## config.mk

```make
export PLATFORM = sky130hd
export DESIGN_NAME = mux4_rr_arbiter
export DESIGN_NICKNAME = d
export VERILOG_FILES = /design/src/rtl/mux4_rr_arbiter_pkg.sv /design/src/rtl/mux4_rr_arbiter_mux4to1.sv /design/src/rtl/mux4_rr_arbiter.sv
export SDC_FILE = /design/constraint.sdc
export NUM_CORES = 1
export LEC_CHECK = 0
export CAP_MARGIN = 40
export CELL_PAD_IN_SITES_DETAIL_PLACEMENT = 2
export CELL_PAD_IN_SITES_GLOBAL_PLACEMENT = 2
export CORE_ASPECT_RATIO = 0.9
export CORE_MARGIN = 8
export CORE_UTILIZATION = 34
export DETAILED_ROUTE_END_ITERATION = 8
export PLACE_DENSITY = 0.89
export SETUP_SLACK_MARGIN = 0.5
export SLEW_MARGIN = 10
export SYNTH_ARGS = -nofsm -noshare
export SYNTH_HDL_FRONTEND = slang
export SYNTH_SLANG_ARGS = --single-unit
```

## constraint.sdc

```tcl
create_clock -name clk -period 3.6 [get_ports clk]
set_input_delay 0.9 -clock clk [delete_from_list [all_inputs] [get_ports clk]]
set_output_delay 0.9 -clock clk [all_outputs]
set_load 0.01 [all_outputs]
```

## src/rtl/mux4_rr_arbiter_pkg.sv

```systemverilog
// Shared types and helpers for the 4-way round-robin arbitrated mux.
// Latency: none (declarations only).
// Backpressure: not applicable.
package mux4_rr_arbiter_pkg;

    localparam int QUANTUM_DEFAULT = 4;

    typedef enum logic {
        ST_IDLE = 1'b0,
        ST_BUSY = 1'b1
    } state_t;

    // Round-robin search starting at 'start'; result is {found, index}.
    // Walking offsets from the far end back to 0 lets the nearest hit win.
    function automatic logic [2:0] rr_pick(input logic [3:0] req, input logic [1:0] start);
        logic [2:0] res;
        logic [1:0] idx;
        res = 3'b000;
        for (int i = 3; i >= 0; i--) begin
            idx = start + 2'(i);
            if (req[idx]) begin
                res = {1'b1, idx};
            end
        end
        return res;
    endfunction

    function automatic logic [3:0] to_onehot(input logic [1:0] idx);
        return 4'b0001 << idx;
    endfunction

endpackage

```

## src/rtl/mux4_rr_arbiter_mux4to1.sv

```systemverilog
// Plain 4:1 combinational mux, index {s1,s0}.
// Latency: combinational.
// Backpressure: none.
module mux4to1 (
    output logic out,
    input  logic a,
    input  logic b,
    input  logic c,
    input  logic d,
    input  logic s0,
    input  logic s1
);

    // Select one of four data bits.
    always_comb begin
        out = a;
        case ({s1, s0})
            2'd0:    out = a;
            2'd1:    out = b;
            2'd2:    out = c;
            default: out = d;
        endcase
    end

endmodule

```

## src/rtl/mux4_rr_arbiter.sv

```systemverilog
// Round-robin arbiter with per-owner quantum driving a registered 4:1 mux.
// Latency: req at edge k -> gnt/selects after k+1 -> dout/dout_vld after k+2.
// Backpressure: none; owners release on dropped req or expired quantum.
module mux4_rr_arbiter
    import mux4_rr_arbiter_pkg::*;
#(
    parameter int QUANTUM = QUANTUM_DEFAULT
) (
    input  logic       clk,
    input  logic       rst_n,
    input  logic [3:0] req,
    input  logic       a,
    input  logic       b,
    input  logic       c,
    input  logic       d,
    output logic [3:0] gnt,
    output logic       s0,
    output logic       s1,
    output logic       dout,
    output logic       dout_vld,
    output logic [1:0] dout_id
);

    localparam logic [3:0] CNT_LAST = 4'(QUANTUM - 1);

    state_t     state;
    logic [1:0] ptr;
    logic [1:0] owner;
    logic [3:0] cnt;
    logic [2:0] pick;
    logic       rel;
    logic       mux_out;

    // Next candidate: from ptr when idle, from owner+1 (owner last) when busy.
    always_comb begin
        rel  = (state == ST_BUSY) && (!req[owner] || (cnt == CNT_LAST));
        pick = rr_pick(req, (state == ST_BUSY) ? (owner + 2'd1) : ptr);
    end

    // Arbitration FSM; grant and selects are registered alongside the owner.
    always_ff @(posedge clk or negedge rst_n) begin
        if (!rst_n) begin
            state    <= ST_IDLE;
            ptr      <= 2'd0;
            owner    <= 2'd0;
            cnt      <= 4'd0;
            gnt      <= 4'd0;
            {s1, s0} <= 2'b00;
        end else begin
            case (state)
                ST_IDLE: begin
                    if (pick[2]) begin
                        state    <= ST_BUSY;
                        owner    <= pick[1:0];
                        cnt      <= 4'd0;
                        gnt      <= to_onehot(pick[1:0]);
                        {s1, s0} <= pick[1:0];
                    end
                end
                ST_BUSY: begin
                    if (rel) begin
                        // Re-arbitrate on the release edge so no dead cycle appears.
                        ptr <= owner + 2'd1;
                        cnt <= 4'd0;
                        if (pick[2]) begin
                            owner    <= pick[1:0];
                            gnt      <= to_onehot(pick[1:0]);
                            {s1, s0} <= pick[1:0];
                        end else begin
                            state    <= ST_IDLE;
                            gnt      <= 4'd0;
                            {s1, s0} <= 2'b00;
                        end
                    end else begin
                        cnt <= cnt + 4'd1;
                    end
                end
                default: begin
                    state <= ST_IDLE;
                end
            endcase
        end
    end

    mux4to1 u_mux (
        .out (mux_out),
        .a   (a),
        .b   (b),
        .c   (c),
        .d   (d),
        .s0  (s0),
        .s1  (s1)
    );

    // Output stage: capture the selected data together with who owned it.
    always_ff @(posedge clk or negedge rst_n) begin
        if (!rst_n) begin
            dout     <= 1'b0;
            dout_vld <= 1'b0;
            dout_id  <= 2'd0;
        end else begin
            dout     <= mux_out;
            dout_vld <= (state == ST_BUSY);
            dout_id  <= owner;
        end
    end

endmodule

```

=== Word-level counts from Yosys, hierarchy flattened ===
Index checks and enable logic that the tools add are counted.

* Output and inout port bits: 10
* Register bits after elaboration: 19

* Reduce and logical (&&, ||, !) cells: 6
* Add/sub/neg operators: 5
* Equality and inequality tests: 5
* Shifts and indexed selects: 1
* Bitwise gates (word level): 1
* $lt $le $gt $ge: 5
* Muxes and demuxes: 37

{| class="wikitable"
|+ Operator list
! kind !! count
|-
| 2-to-1 mux 4 bit || 5
|-
| case mux 4 bit (2 select lines) || 2
|-
| < comparator 2 x 3 -> 1 bit, second input constant || 5
|-
| 2-to-1 mux 1 bit || 13
|-
| 2-to-1 mux 3 bit || 4
|-
| binary-select mux 1 bit (select 2 bit) || 5
|-
| 2-to-1 mux 2 bit || 3
|-
| case mux 1 bit (2 select lines) || 3
|-
| adder 2 x 1 -> 2 bit, second input constant || 2
|-
| adder 2 bit, second input constant || 2
|-
| adder 4 x 1 -> 4 bit, second input constant || 1
|-
| equality test 4 x 2 -> 1 bit, second input constant || 1
|-
| case mux 2 bit (2 select lines) || 1
|-
| AND reduction 2 bit || 2
|-
| << shifter 1 x 2 -> 4 bit, first input constant || 1
|-
| case mux 1 bit (3 select lines) || 1
|-
| equality test 2 x 1 -> 1 bit, second input constant || 1
|-
| equality test 2 bit, second input constant || 1
|-
| logical NOT 2 bit || 1
|-
| != test 2 x 1 -> 1 bit, second input constant || 1
|-
| != test 2 bit, second input constant || 1
|-
| logical AND 1 bit || 1
|-
| logical NOT 1 bit || 1
|-
| logical OR 1 bit || 1
|-
| inverter 1 bit || 1
|}

=== Depth between registers and ports, before layout ===
* Depth after elaboration: 13
* Depth in mapped cells: 6

=== By module ===
From an unflattened synthesis, not the netlist that was laid out.

* Cell total of the unflattened synthesis: 86
* Area, all modules: 954.7 µm²

{| class="wikitable"
|+ By module, submodules not included
! module !! cells each !! area each (µm²) !! instances
|-
| mux4_rr_arbiter || 85 || 932.1 || 1
|-
| mux4to1 || 1 || 22.5 || 1
|}

=== Worst setup path before layout ===
Ideal clock, no wire load.

* Kind: input to register
* Start point: in req[1]
* End point: reg ptr[0]
* Required time: 3475 ps
* Data arrival time: 2088 ps
* Path slack: 1388 ps
* Library setup time: 125 ps
* Stages on the path: 4
* Cell sequence: clkbuf_2 -> mux4_2 -> a21boi_1 -> mux2_2

* Longest elaborated chain between the ends: 6

{| class="wikitable"
|+ Ends and longest elaborated chain
! what !! RTL line !! RTL
|-
| from (decl) || mux4_rr_arbiter.sv:11 || <nowiki>input logic [3:0] req,</nowiki>
|-
| binary-select mux 1 bit (select 2 bit) || mux4_rr_arbiter.sv:36 || <nowiki>rel = (state == ST_BUSY) && (!req[owner] || (cnt == CNT_LAST));</nowiki>
|-
| 2-to-1 mux 1 bit (implied by the code) || mux4_rr_arbiter.sv:36 ||
|-
| logical NOT 1 bit || mux4_rr_arbiter.sv:36 ||
|-
| logical OR 1 bit || mux4_rr_arbiter.sv:36 ||
|-
| logical AND 1 bit || mux4_rr_arbiter.sv:36 ||
|-
| AND reduction 2 bit (no source line) || - ||
|-
| to (signal assigned) || mux4_rr_arbiter.sv:63 || <nowiki>ptr <= owner + 2'd1;</nowiki>
|-
| to (decl) || mux4_rr_arbiter.sv:27 || <nowiki>logic [1:0] ptr;</nowiki>
|}

Every way passes these cells. The select of a mux whose other input is x is not followed.
A chain may end at the register's enable or synchronous reset.

=== Final worst setup path ===
* Start point: in req[1]
* End point: reg gnt[1]

* Longest elaborated chain between the ends: 10
* Elaborated cells on any way between the ends: 25
* Classes of those cells: eq/ne (2); shift (1); mux (18); reduce/logical (4)

{| class="wikitable"
|+ Ends and longest elaborated chain
! what !! RTL line !! RTL
|-
| binary-select mux 1 bit (select 2 bit) || mux4_rr_arbiter_pkg.sv:21 || <nowiki>if (req[idx]) begin</nowiki>
|-
| 2-to-1 mux 1 bit (implied by the code) || mux4_rr_arbiter_pkg.sv:21 ||
|-
| 2-to-1 mux 3 bit (4 in series) || mux4_rr_arbiter_pkg.sv:21 ||
|-
| << shifter 1 x 2 -> 4 bit || mux4_rr_arbiter_pkg.sv:29 || <nowiki>return 4'b0001 << idx;</nowiki>
|-
| 2-to-1 mux 4 bit || mux4_rr_arbiter.sv:65 || <nowiki>if (pick[2]) begin</nowiki>
|-
| 2-to-1 mux 4 bit || mux4_rr_arbiter.sv:61 || <nowiki>if (rel) begin</nowiki>
|-
| case mux 4 bit (2 select lines) || mux4_rr_arbiter.sv:50 || <nowiki>case (state)</nowiki>
|-
| to (signal assigned) || mux4_rr_arbiter.sv:56 || <nowiki>gnt <= to_onehot(pick[1:0]);</nowiki>
|-
| to (signal assigned) || mux4_rr_arbiter.sv:67 || <nowiki>gnt <= to_onehot(pick[1:0]);</nowiki>
|-
| to (decl) || mux4_rr_arbiter.sv:16 || <nowiki>output logic [3:0] gnt,</nowiki>
|}

Parallel ways exist; a longest one is shown, timed or not. The select of a mux whose other input is x is not followed.

==> qor.csv <==
stage;metric;value;unit
yosys;synth_cell_types;35;
timing;fin_setup_tns;0;ns
route;routedWlPerCell;16.6;um
critical_path;crit_slowest_cell;clkdlybuf4s50_1;
timing;drv_slew;0;
critical_path;required;3.82;ns
timing;worstMarginPinSlew;0.540;ns
critical_path;cp-end-kind;flop;
grt;grt_max_degree;16;
cts;cts_buffers;3;
yosys;ys_async_sr_fraction;100;%
route;first_pass_iters;4;
route;wl;2560;um
pwr;p_seq_share;40.3;%
critical_path;arrival;2.63;ns
pwr;p_sw_share;39.5;%
pwr;vdd_ir_drop_max;303;uV
die;start_util;35.8;%
timing;hold_violations;0;
grt;grt_pass1_wl;4330;um
critical_path;path_class;input port to flop;
cts;clk_path_buf_depth;2;
outcome;status;complete, no violations;
die;dieArea;4910;sq um
grt;gr-usage-all-layers;11.9;%
die;fp.dieH;67.3;um
die;die_w;72.9;um
route;drtAntennaViolNets;0;
yosys;ys_seq_area_share;47.9;%
yosys;synthesis.nets;104;
cts;htreeDepth;1;
cts;postCtsHoldBufs;0;
critical_path;path_cells;clkdlybuf4s50_1 -> mux4_2 -> nand3_4 -> o21ai_1 -> a22o_1;
critical_path;startpoint_type;input port;
timing;finClkSkew;0.00787;ns
cts;clock-sinks;19;
yosys;synth_adder_area_share;2.27;%
flow_run;maxCapViolations;0;
timing;fmax;0.413;GHz
cts;clkLatencyLatePin;0.32;ns
pwr;p_int;571;uW
cts;post_cts_buffers;0;
yosys;yosys.area.top_type_share;47.9;%
critical_path;slowest_delay;0.55;ns
pwr;p_clk_share;12.5;%
route;vias;797;
yosys;ys.flop_type;dfrtp_1;
yosys;synthMuxAreaShare;7.82;%
pwr;p_total;944;uW
timing;setup_viol;0;
cts;root_buffer;clkbuf_4;
timing;rsz0062_at_grt;no;
cts;cts_resized;0;
pwr;combPwrFrac;47.3;%
min_path;hold_path_class;flop to flop;
cts;cts_tree;yes;
die;core_area;2770;sq um
yosys;synth_area;992;sq um
pwr;switchingPower;373;uW
pwr;p_leak;0.000524;uW
grt;grt_pass1_vias;874;
grt;grt_overflow;0;
yosys;synth_compound_area_share;18.0;%
yosys;syn_inst;93;
route;vias_per_cell;5.18;
grt;grt_antenna_before_repair;0;
cells_and_area;antenna_cells;0;
cells_and_area;drive_gt1_share;14.0;%
placement;portBuffers;19;
cells_and_area;finalNonFillerCells;154;
timing;max_slew_margin;64.0;%
die;row_count;18;
yosys;synth_xor_area_share;0.883;%
timing;post-route-period-util;67.2;%
yosys;synth_area_leaders;dfrtp_1 48%, mux4_2 4.5%, o21ai_0 4.0%;
cells_and_area;area_delta_synth_final;26.2;%
yosys;synth_top_family_by_area;simple AND/OR/NAND/NOR gates;
yosys;synth_area_per_cell;10.7;sq um
route;drc;0;
placement;dp_hpwl;1970;um
yosys;synth-simple-area-share;18.9;%
critical_path;crit_fanout;9;
placement;dp.cells;150;
placement;gp_congestion;0.802;
cells_and_area;final_nets;126;
critical_path;cp.buffers_inverters;1;
yosys;ys_ff_latch;19;
yosys;yosys.area.top_type;dfrtp_1;
pwr;powerDensity;754;nW/um^2
timing;fin_crit;2.42;ns
yosys;yosysWarningCount;0;
route;drt-initial-drc-count;21;
die;ios;20;
critical_path;crit_family;buffers and inverters;
cts;clkTransAtPathRegs;0.11;ns
yosys;synth-edff-count;0;
Yosys cell counts, drive strengths merged, types with 3 or more instances:
master	count
nor2b	3
nand3	3
o21ai	9
nand2	10
a21oi	4
dfrtp	19
inv	4
nor2	9
tightest hold or removal path: stages (launching register included):
cell and delay [ns]:
dfrtp_1 0.37, nand2_1 0.07, o41ai_2 0.05
metrics by stage:
step                cell area, sq um  utilization, %  worst slack (ns)  hold slack [ns]
floorplan                        992               -              1.39            0.353
global placement                1210            43.8             0.892            0.474
detailed placement              1220            44.2             0.853            0.494
CTS                             1250            45.2              1.18            0.528
global route                    1250            45.2              1.11            0.539
finish                          1250            45.2              1.18            0.519
power groups by stage:
stage,combinational [uW],clock (uW),sequential [uW]
floorplan,294,0,364
finish,446,118,380
global placement,430,0,379
global route,490,133,393
detailed placement,449,0,386
CTS,456,122,382
layout by cell type, fill, tap and decap left out, types with 3 or more instances in the layout:
| cell | netlist | layout |
|---|---|---|
| clkdlybuf4s50_1 | 0 | 19 |
| o21ai_0 | 8 | 8 |
| nand2_1 | 9 | 9 |
| clkbuf_4 | 0 | 3 |
| dfrtp_1 | 19 | 19 |
| nor2b_1 | 3 | 3 |
| a21oi_1 | 4 | 4 |
| nor2_1 | 9 | 9 |
| inv_1 | 4 | 4 |
cell families after synthesis:
family | after synthesis
AOI/OAI and AO/OA | 26
xor gates and xnor gates | 1
adders and majority gates | 2
buffers and inverters | 8
DFF | 19
muxes | 5
and+or+nand+nor | 32
metal layers:
layer	up-vias	global-route usage (%)	routed length [um]
li1	373	-	-
met1	398	13.7	1160
met2	21	19.1	1200
met3	5	4.29	148
met4	0	6.73	55
met5	-	0	0
registers in the layout (all words and copies together), names as in the netlist:
register and flops:
cnt 4, gnt 4, dout_id 2, owner 2, ptr 2, dout 1, dout_vld 1, s0 1
s1 1, state 1
worst paths after layout:
path | start | to | slack [ns] | depth (start not counted)
max in group asynchronous | rst_n | owner[1] | 2.27 | 2
max | req[1] | gnt[1] | 1.18 | 5
max reg2reg | owner[0] | gnt[1] | 1.71 | 4
min in group asynchronous | rst_n | dout | 0.88 | 1
min | gnt[2] | gnt[2] | 0.52 | 2
min reg2reg | gnt[2] | gnt[2] | 0.52 | 2
area by class of cell:
cell class / instances / area, sq um
fill: 308 / 1520
inverter: 4 / 15.0
sequential: 19 / 475
clock inverter: 1 / 5.00
tap: 40 / 50.0
timing repair buffer: 21 / 209
multi-input combinational: 66 / 475
clock buffer: 3 / 22.5
Power figures use the tool's default switching activity.
